**config.mk**
```make
export PLATFORM = sky130hd
export DESIGN_NAME = pipe_hazard_ctrl
export DESIGN_NICKNAME = d
export VERILOG_FILES = /design/src/rtl/pipe_ctrl_pkg.sv /design/src/rtl/hilo_busy_tracker.sv /design/src/rtl/pipe_hazard_ctrl.sv
export SDC_FILE = /design/constraint.sdc
export NUM_CORES = 1
export LEC_CHECK = 0
export ABC_AREA = 1
export CORE_MARGIN = 3
export CORE_UTILIZATION = 44
export DETAILED_ROUTE_END_ITERATION = 12
export HOLD_SLACK_MARGIN = 0.08
export PLACE_DENSITY = 0.84
export SLEW_MARGIN = 20
export SYNTH_ARGS = -nofsm -noshare
export SYNTH_HDL_FRONTEND = slang
export SYNTH_SLANG_ARGS = --single-unit
```
**constraint.sdc**
```tcl
create_clock -name Clk -period 1.6 [get_ports Clk]
set_input_delay 0.16 -clock Clk [delete_from_list [all_inputs] [get_ports Clk]]
set_output_delay 0.16 -clock Clk [all_outputs]
set_load 0.005 [all_outputs]
```
**src/rtl/pipe_ctrl_pkg.sv**
```systemverilog
// Shared definitions for the pipeline hazard / PC-sequencing controller:
// next-PC source encodings, controller states and the load-use check.
package pipe_ctrl_pkg;

    localparam logic [1:0] PCSRC_SEQ = 2'b00;
    localparam logic [1:0] PCSRC_BR  = 2'b01;
    localparam logic [1:0] PCSRC_JMP = 2'b10;
    localparam logic [1:0] PCSRC_EXC = 2'b11;

    localparam logic [31:0] NOP_INSTR = 32'h0000_0000;

    typedef enum logic [1:0] {
        RUN         = 2'd0,
        MD_WAIT     = 2'd1,
        EXC_HOLD_ST = 2'd2
    } ctrl_state_e;

    // Register $zero never creates a dependency, so a load to it is harmless.
    function automatic logic load_use_hazard(
        input logic       mem_read,
        input logic [4:0] ex_rt,
        input logic [4:0] id_rs,
        input logic [4:0] id_rt,
        input logic       uses_rt
    );
        return mem_read && (ex_rt != 5'd0) &&
               ((ex_rt == id_rs) || (uses_rt && (ex_rt == id_rt)));
    endfunction

endpackage

```
**src/rtl/hilo_busy_tracker.sv**
```systemverilog
// Down-counter tracking the remaining busy cycles of the HI/LO multiply/divide unit.
module hilo_busy_tracker
    import pipe_ctrl_pkg::*;
#(
    parameter int MULDIV_CYCLES = 32
) (
    input  logic Clk,
    input  logic Reset,
    input  logic load_i,
    input  logic clear_i,
    input  logic active_i,
    output logic last_o
);

    localparam int CW = $clog2(MULDIV_CYCLES + 1);

    logic [CW-1:0] cnt_q;
    logic [CW-1:0] cnt_d;

    // Abort beats reload beats countdown; the count saturates at zero.
    always_comb begin
        cnt_d = cnt_q;
        if (clear_i) begin
            cnt_d = '0;
        end else if (load_i) begin
            cnt_d = CW'(MULDIV_CYCLES - 1);
        end else if (active_i && (cnt_q != '0)) begin
            cnt_d = cnt_q - CW'(1);
        end else begin
            cnt_d = cnt_q;
        end
    end

    // Counter register.
    always_ff @(posedge Clk or posedge Reset) begin
        if (Reset) begin
            cnt_q <= '0;
        end else begin
            cnt_q <= cnt_d;
        end
    end

    assign last_o = (cnt_q <= CW'(1));

endmodule

```
**src/rtl/pipe_hazard_ctrl.sv**
```systemverilog
// Hazard and PC-sequencing controller: stalls, flushes, bubbles and next-PC select
// for the 5-stage pipeline, with mul/div busy tracking and exception hold.
module pipe_hazard_ctrl
    import pipe_ctrl_pkg::*;
#(
    parameter int MULDIV_CYCLES = 32,
    parameter int EXC_HOLD      = 2
) (
    input  logic       Clk,
    input  logic       Reset,
    input  logic [4:0] ID_Rs,
    input  logic [4:0] ID_Rt,
    input  logic       ID_UsesRt,
    input  logic       ID_ReadsHiLo,
    input  logic       ID_Jump,
    input  logic       EX_MemRead,
    input  logic [4:0] EX_Rt,
    input  logic       EX_MulDivStart,
    input  logic       EX_BranchTaken,
    input  logic       ExcReq,
    output logic       PCWrite,
    output logic       IFIDWrite,
    output logic       IFIDFlush,
    output logic       IDEXBubble,
    output logic [1:0] PCSrc,
    output logic       MulDivBusy
);

    localparam int HW = (EXC_HOLD < 1) ? 1 : $clog2(EXC_HOLD + 1);

    ctrl_state_e   state_q;
    ctrl_state_e   state_d;
    logic [HW-1:0] hold_q;
    logic [HW-1:0] hold_d;

    logic md_load_s;
    logic md_clear_s;
    logic md_last_s;
    logic md_busy_s;
    logic lu_s;
    logic md_s;

    hilo_busy_tracker #(
        .MULDIV_CYCLES(MULDIV_CYCLES)
    ) u_hilo_busy (
        .Clk     (Clk),
        .Reset   (Reset),
        .load_i  (md_load_s),
        .clear_i (md_clear_s),
        .active_i(md_busy_s),
        .last_o  (md_last_s)
    );

    assign md_busy_s = (state_q == MD_WAIT);
    assign lu_s      = load_use_hazard(EX_MemRead, EX_Rt, ID_Rs, ID_Rt, ID_UsesRt);
    assign md_s      = md_busy_s && ID_ReadsHiLo;

    // Next-state and counter control; an exception aborts any mul/div in flight.
    always_comb begin
        state_d    = state_q;
        hold_d     = hold_q;
        md_load_s  = 1'b0;
        md_clear_s = 1'b0;
        if (ExcReq) begin
            md_clear_s = 1'b1;
            if (EXC_HOLD > 0) begin
                hold_d  = HW'(EXC_HOLD);
                state_d = EXC_HOLD_ST;
            end else begin
                hold_d  = '0;
                state_d = RUN;
            end
        end else begin
            case (state_q)
                RUN: begin
                    if (EX_MulDivStart) begin
                        md_load_s = 1'b1;
                        state_d   = MD_WAIT;
                    end else begin
                        state_d = RUN;
                    end
                end
                MD_WAIT: begin
                    if (EX_MulDivStart) begin
                        md_load_s = 1'b1;
                        state_d   = MD_WAIT;
                    end else if (md_last_s) begin
                        state_d = RUN;
                    end else begin
                        state_d = MD_WAIT;
                    end
                end
                EXC_HOLD_ST: begin
                    if (hold_q <= HW'(1)) begin
                        hold_d  = '0;
                        state_d = RUN;
                    end else begin
                        hold_d  = hold_q - HW'(1);
                        state_d = EXC_HOLD_ST;
                    end
                end
                default: begin
                    md_clear_s = 1'b1;
                    hold_d     = '0;
                    state_d    = RUN;
                end
            endcase
        end
    end

    // Controller state and exception hold counter.
    always_ff @(posedge Clk or posedge Reset) begin
        if (Reset) begin
            state_q <= RUN;
            hold_q  <= '0;
        end else begin
            state_q <= state_d;
            hold_q  <= hold_d;
        end
    end

    // Pipeline controls in priority order; the hold state overrides branch/stall/jump.
    always_comb begin
        PCWrite    = 1'b0;
        IFIDWrite  = 1'b0;
        IFIDFlush  = 1'b0;
        IDEXBubble = 1'b0;
        PCSrc      = PCSRC_SEQ;
        MulDivBusy = md_busy_s;
        if (Reset) begin
            PCWrite    = 1'b1;
            IFIDWrite  = 1'b1;
            IFIDFlush  = 1'b1;
            IDEXBubble = 1'b1;
            MulDivBusy = 1'b0;
        end else if (ExcReq) begin
            PCSrc      = PCSRC_EXC;
            IFIDFlush  = 1'b1;
            IDEXBubble = 1'b1;
        end else if (state_q == EXC_HOLD_ST) begin
            PCWrite    = 1'b1;
            IFIDFlush  = 1'b1;
            IDEXBubble = 1'b1;
        end else if (EX_BranchTaken) begin
            PCSrc      = PCSRC_BR;
            IFIDFlush  = 1'b1;
            IDEXBubble = 1'b1;
        end else if (lu_s || md_s) begin
            PCWrite    = 1'b1;
            IFIDWrite  = 1'b1;
            IDEXBubble = 1'b1;
        end else if (ID_Jump) begin
            PCSrc     = PCSRC_JMP;
            IFIDFlush = 1'b1;
        end else begin
            PCSrc = PCSRC_SEQ;
        end
    end

endmodule
```
==> results of run 1 <==
## registers in the layout (all words and copies together), names as in the netlist
name,count
u_hilo_busy.cnt_q,6
hold_q,2
state_q,2
## layout by cell type (no fill, tap or decap), types with 2 or more instances in the layout
master,instances
buf_6,2
nor3_1,2
ha_1,2
xnor2_1,2
inv_1,24
nand3_2,2
buf_2,3
nand2_2,4
nand3_1,10
buf_4,20
nand4_1,2
nand2_1,43
nor2_4,2
clkbuf_4,3
o21ai_2,3
dfrtp_1,10
nor2_2,4
a21oi_1,2
dlymetal6s2s_1,9
clkdlybuf4s50_1,7
nor2_1,11
dlygate4sd2_1,9
inv_2,5
o21ai_0,5
## power breakdown
part | internal, mW | leakage [nW] | switching, mW | total, mW
Combinational | 0.238 | 0.728 | 0.267 | 0.505
Clock | 0.138 | 0.0210 | 0.0945 | 0.233
Sequential | 0.305 | 0.127 | 0.0517 | 0.357
## stage by stage
stage          setup WS, ns  utilization, %  TNS [ns]  cell area (µm²)
2_1_floorplan        0.2249               -         0            872.1
3_3_place_gp        -0.4313           72.64    -2.176             1309
3_5_place_dp        -0.4555           72.64    -2.669             1309
4_1_cts             -0.1156           76.46   -0.4223             1378
5_1_grt             -0.1352           80.97   -0.4975             1459
6_report           -0.07164           80.97   -0.1518             1459
## per-layer routing
metal	vias to the layer above	GRT usage [%]	wire length, µm
met3	11	2.374	194
met5	-	0	0
li1	555	-	-
met4	0	10.76	98
met1	547	29.66	1309
met2	46	45.00	1517
## synth_stat cells (2+ instances only)
cell | count | share of area (%)
inv_1 | 25 | 11
o21ai_0 | 5 | 2.9
nand2_1 | 46 | 20
dfrtp_1 | 10 | 29
inv_2 | 4 | 1.7
nor2_1 | 17 | 7.3
nand3_1 | 12 | 6.9
ha_1 | 2 | 2.9
o21ai_2 | 3 | 3.0
nor3_1 | 3 | 1.7
a21oi_1 | 3 | 1.7
nand4_1 | 2 | 1.4
xnor2_1 | 2 | 2.0
## critical path, stage by stage, from the launching register on
cell	delay, ns
dfrtp_1	0.39
inv_2	0.08
nor2_4	0.04
or2_4	0.25
buf_6	0.13
nor2_4	0.08
nand4_1	0.09
nand2_1	0.07
buf_2	0.11
## what timing repair did
item                       in CTS  in global routing
resized for setup              33                 23
buffers inserted                4                  3
gates cloned                    0                  0
setup endpoints to repair       7                  7
pin swaps                       9                 15
## logic make-up after synthesis
logic type / synth area share, %
compound gates: 11.05
xor+xnor: 3.013
fa+ha+maj: 2.869
buf+inv: 12.48
flops: 28.69
simple gates: 41.89
## worst max path at each step
| stage | startpoint | end | slack [ns] | cells past startpoint |
|---|---|---|---|---|
| CTS | state_q[1] | IDEXBubble | -0.12 | 7 |
| detailed placement | EX_Rt[1] | PCWrite | -0.46 | 12 |
| global route | state_q[1] | PCSrc[1] | -0.14 | 8 |
| floorplan | u_hilo_busy.cnt_q[0] | u_hilo_busy.cnt_q[0] | 0.22 | 9 |
| finish | state_q[1] | PCSrc[1] | -0.07 | 8 |
| global placement | EX_Rt[4] | PCWrite | -0.43 | 12 |
## cell type report
class	instances	area [µm²]
Multi-Input combinational cell	104	573.1
Tap cell	25	31.28
Timing Repair Buffer	51	459.2
Sequential cell	10	250.2
Inverter	29	108.9
Fill cell	116	342.8
Clock buffer	4	36.28
==> impl_metrics.tcl, run 1 <==
set metrics [dict create \
    reg2reg_depth 9 \
    hold_slack_ns 0.3285 \
    synth_edf_count 0 \
    setup_slack_ns -0.07164 \
    fin_crit_ns 1.672 \
    crit_type "reg2out" \
    die_width_um 50.52 \
    total_power_mw 1.094 \
    vias 1159 \
    finalNonFillerCells 223 \
    power.density_nw_per_um2 750.2 \
    avgSynthCellArea_um2 6.099 \
    fin_nets 225 \
    grt_pass1_wl_um 4933 \
    timing.rr.start "state_q[1]" \
    end_kind "primary output" \
    worstSkewPairLatency_ns 0.27 \
    die_h_um 50.52 \
    status "complete, but fails checks" \
    gp_congestion 0.8954 \
    h-tree-depth 1 \
    cp.arrival_ns 1.51 \
    finalSetupViolCount 4 \
    ios 31 \
    initial_utilization_pct 48.40 \
    violations "setup timing" \
    synth-seq-cells 10 \
    drive_gt1_share_pct 27.78 \
    cts_sinks 10 \
    grt_antenna_before_repair 0 \
    async_flop_share_pct 100.0 \
    hpwlAfterDp_um 2033 \
    rsz0062_at_grt "true" \
    clockBufferDepth 2 \
    cp_max_fo 3 \
    tightest_slew_ns 0.3492 \
    synth_top_flop_cell "dfrtp_1" \
    drv_cap 0 \
    antenna_left 0 \
    area_delta_synth_final_pct 67.29 \
    drc_errors 0 \
    netlist_area_um2 872.1 \
    finalCritPeriodShare_pct 104.5 \
    port_buffers 30 \
    report.final.hold_viol_count 0 \
    first_iter_violations 41 \
    drtPass1Iterations 4 \
    viasPerCell 5.197 \
    clk_pin_slew_worst_paths_ns 0.07 \
    maxSlewViolCount 0 \
    grt_max_degree 11 \
    cts.root.buffer_cell "clkbuf_4" \
    diodes 0 \
    grt_usage_pct 24.91 \
    yosys_warnings 0 \
    grt_remaining_overflow 0 \
    drt_wl_total_um 3120 \
    static-leakage-power_nw 0.8762 \
    netlist_instances 143 \
    synth_seq_area_share_pct 28.69 \
    cts_hold_buf 0 \
    crit_required_ns 1.44 \
    syn_nets 169 \
    grt_pass1_vias 1127 \
    reg2reg_setup_slack_ns 0.09 \
    core_um2 1802 \
    wl_per_cell_um 13.99 \
    numCtsBuffers 3 \
    num_rows 15 \
    maxSlewHeadroom_pct 76.72 \
    r2r_end "u_hilo_busy.cnt_q[0]" \
    min_path_type "in2async" \
    die-area_um2 2552 \
    dp.cells 212 \
    peakVddDrop_mv 0.6149 \
    max_freq_mhz 598.2 \
    cts_tree "built" \
    finClkSkew_ns 0.004580 \
    cp-start-kind "flip-flop" \
    synth_cell_types 22 \
]
No activity file was read; power rests on OpenSTA's default activity.
==> run 2: changes to the inputs <==
--- a/config.mk
+++ b/config.mk
@@ -6,11 +6,14 @@
 export NUM_CORES = 1
 export LEC_CHECK = 0
 export ABC_AREA = 1
+export ABC_CLOCK_PERIOD_IN_PS = 1600
+export CELL_PAD_IN_SITES_DETAIL_PLACEMENT = 0
+export CELL_PAD_IN_SITES_GLOBAL_PLACEMENT = 1
 export CORE_MARGIN = 3
-export CORE_UTILIZATION = 44
+export CORE_UTILIZATION = 29
 export DETAILED_ROUTE_END_ITERATION = 12
-export HOLD_SLACK_MARGIN = 0.08
-export PLACE_DENSITY = 0.84
+export HOLD_SLACK_MARGIN = 0.05
+export PLACE_DENSITY = 0.83
 export SLEW_MARGIN = 20
 export SYNTH_ARGS = -nofsm -noshare
 export SYNTH_HDL_FRONTEND = slang
==> run 2 against run 1 <==
  * The flow still finishes with violations (setup timing)
  * Power is 6.3% lower
  * Combinational power hardly changed
  * Clock-buffer cell count is 1 lower
  * Sequential share of layout area is 0.13 points lower
  * Clock skew is 0.0022 ns higher
  * Cell count is 2.7% higher
  * Maximum frequency is 2.1% higher
  * Via count is 9.1% lower
  * Critical path depth is 1 lower
  * Design area is 0.77% higher
  * First-iteration DRC count is 22% lower
  * Critical endpoint is now IDEXBubble
==> impl_metrics.tcl, run 2 (synthesis gave the netlist of run 1 again) <==
set metrics [dict create \
    cts_hold_buf 0 \
    hpwlAfterDp_um 1850 \
    cts_tree "built" \
    drv_cap 0 \
    fin_area_um2 1470 \
    rsz0062_at_grt "true" \
    final_common_cell "nand2_1" \
    total_power_mw 1.026 \
    core_um2 2805 \
    combPwrFrac_pct 49.1 \
    cts_sinks 10 \
    max_flop_register "u_hilo_busy.cnt_q" \
    clockBufferDepth 2 \
    dp_slack_ns -0.4895 \
    critPathLaunch "state_q[1]" \
    viasPerCell 4.603 \
    fin_util_pct 52.41 \
    area_delta_synth_final_pct 68.58 \
    grt_remaining_overflow 0 \
    r2r_end "u_hilo_busy.cnt_q[5]" \
    min_path_type "in2async" \
    drc_errors 0 \
    finalSetupViolCount 3 \
    pwr-share-seq_pct 34.3 \
    initial_utilization_pct 31.09 \
    fin_crit_ns 1.637 \
    reg2reg_setup_slack_ns 0.07 \
    end_kind "primary output" \
    drive_gt1_share_pct 29.80 \
    finClkSkew_ns 0.006737 \
    grt_pass1_wl_um 3988 \
    ios 31 \
    reg2reg_depth 10 \
    static-leakage-power_nw 0.8601 \
    crit_required_ns 1.44 \
    drtPass1Iterations 4 \
    timing.rr.start "state_q[1]" \
    finalNonFillerCells 229 \
    report.final.hold_viol_count 0 \
    vias 1054 \
    cts.root.buffer_cell "clkbuf_4" \
    clk_pin_slew_worst_paths_ns 0.06 \
    cp-start-kind "flip-flop" \
    finalCritPeriodShare_pct 102.3 \
    drt_wl_total_um 2410 \
    largest_reg_flops 6 \
    status "complete, but fails checks" \
    grt_max_degree 11 \
    clockPowerShare_pct 16.6 \
    cp_max_fo 3 \
    tightest_slew_ns 0.3486 \
    power.density_nw_per_um2 697.9 \
    h-tree-depth 1 \
    grt_pass1_vias 964 \
    endpoint "IDEXBubble" \
    peakVddDrop_mv 0.5973 \
    fin_nets 226 \
    port_buffers 30 \
    num_rows 19 \
    violations "setup timing" \
    diodes 0 \
    setup_slack_ns -0.03713 \
    crit_type "reg2out" \
    worstSkewPairLatency_ns 0.27 \
    grt_usage_pct 14.07 \
    gp_congestion 0.8234 \
    max_freq_mhz 610.8 \
    hold_slack_ns 0.1971 \
    top_regs "u_hilo_busy.cnt_q (6), hold_q (2), state_q (2)" \
    dp.cells 220 \
    maxSlewViolCount 0 \
    cp.arrival_ns 1.48 \
    switching_power_mw 0.3875 \
    die_h_um 60.84 \
    first_iter_violations 32 \
    placed_area_um2 1331 \
    wl_per_cell_um 10.52 \
    numCtsBuffers 3 \
    switching_share_pct 37.77 \
    maxSlewHeadroom_pct 76.72 \
    internal_power_mw 0.6386 \
    final_cell_mix "nand2_1 (40), inv_1 (25), buf_4 (20), nor2_1 (12), nand3_1 (11)" \
    setup_tns_ns -0.05797 \
    grt_antenna_before_repair 0 \
    die_width_um 60.84 \
    antenna_left 0 \
    die-area_um2 3701 \
]
-- run 2: cell count changes in the layout (fill, tap and decap cells not counted), moves of 2 or more --
cell	change
buf_2	+2
clkdlybuf4s50_1	+2
dlymetal6s2s_1	-2
nand2_1	-3
nand2_2	+2
nor2_2	-2
-- run 2: power by group through the flow --
stage | registers, mW | clock network, mW | logic [mW]
after floorplan | 0.346 | 0 | 0.274
after global placement | 0.353 | 0 | 0.455
after detailed placement | 0.356 | 0 | 0.463
after CTS | 0.351 | 0.178 | 0.483
after global routing | 0.360 | 0.189 | 0.579
final | 0.352 | 0.170 | 0.504
-- run 2: how the worst min path moves through the flow --
stage	start	end	slack [ns]	cells past startpoint
4_1_cts	Reset	u_hilo_busy.cnt_q[5]	0.45	4
3_3_place_gp	hold_q[0]	hold_q[0]	0.47	1
5_1_grt	Reset	u_hilo_busy.cnt_q[5]	0.24	4
2_1_floorplan	Reset	hold_q[0]	0.008	1
3_5_place_dp	hold_q[0]	hold_q[0]	0.48	1
6_report	Reset	state_q[0]	0.20	4
-- run 2: critical path: stages (launching register included) --
cell and delay (ns):
dfrtp_1 0.39, inv_2 0.09, nor2_4 0.05, or2_4 0.24, buf_6 0.12, nor3_4 0.11, nand3_1 0.09, buf_2 0.13
-- run 2: layout make-up --
class	count	area, µm²
Sequential cell	10	250.2
Inverter	29	108.9
Fill cell	288	1335
Multi-Input combinational cell	104	599.3
Tap cell	31	38.79
Clock buffer	3	22.52
Timing Repair Buffer	52	450.4
-- run 2: repair_timing --
action	4_1_cts	5_1_grt
cloned	0	0
gates resized for setup	36	27
pin swaps	12	11
setup endpoints to repair	7	13
buffers inserted	5	1
-- run 2: layer usage --
layer / vias to the layer above / wire length (µm) / track usage (%)
met1: 473 / 1063 / 17.99
met5: - / 0 / 0
li1: 557 / - / -
met4: 0 / 27 / 5.573
met3: 2 / 120 / 1.915
met2: 22 / 1198 / 23.82
==> run 3: changes to the inputs <==
--- a/config.mk
+++ b/config.mk
@@ -6,13 +6,12 @@
 export NUM_CORES = 1
 export LEC_CHECK = 0
 export ABC_AREA = 1
-export ABC_CLOCK_PERIOD_IN_PS = 1600
 export CELL_PAD_IN_SITES_DETAIL_PLACEMENT = 0
 export CELL_PAD_IN_SITES_GLOBAL_PLACEMENT = 1
 export CORE_MARGIN = 3
 export CORE_UTILIZATION = 29
 export DETAILED_ROUTE_END_ITERATION = 12
-export HOLD_SLACK_MARGIN = 0.05
+export HOLD_SLACK_MARGIN = 0.15
 export PLACE_DENSITY = 0.83
 export SLEW_MARGIN = 20
 export SYNTH_ARGS = -nofsm -noshare
==> results of run 3 <==
Same layout as run 2: the final DEF is identical, and so are final timing and power.
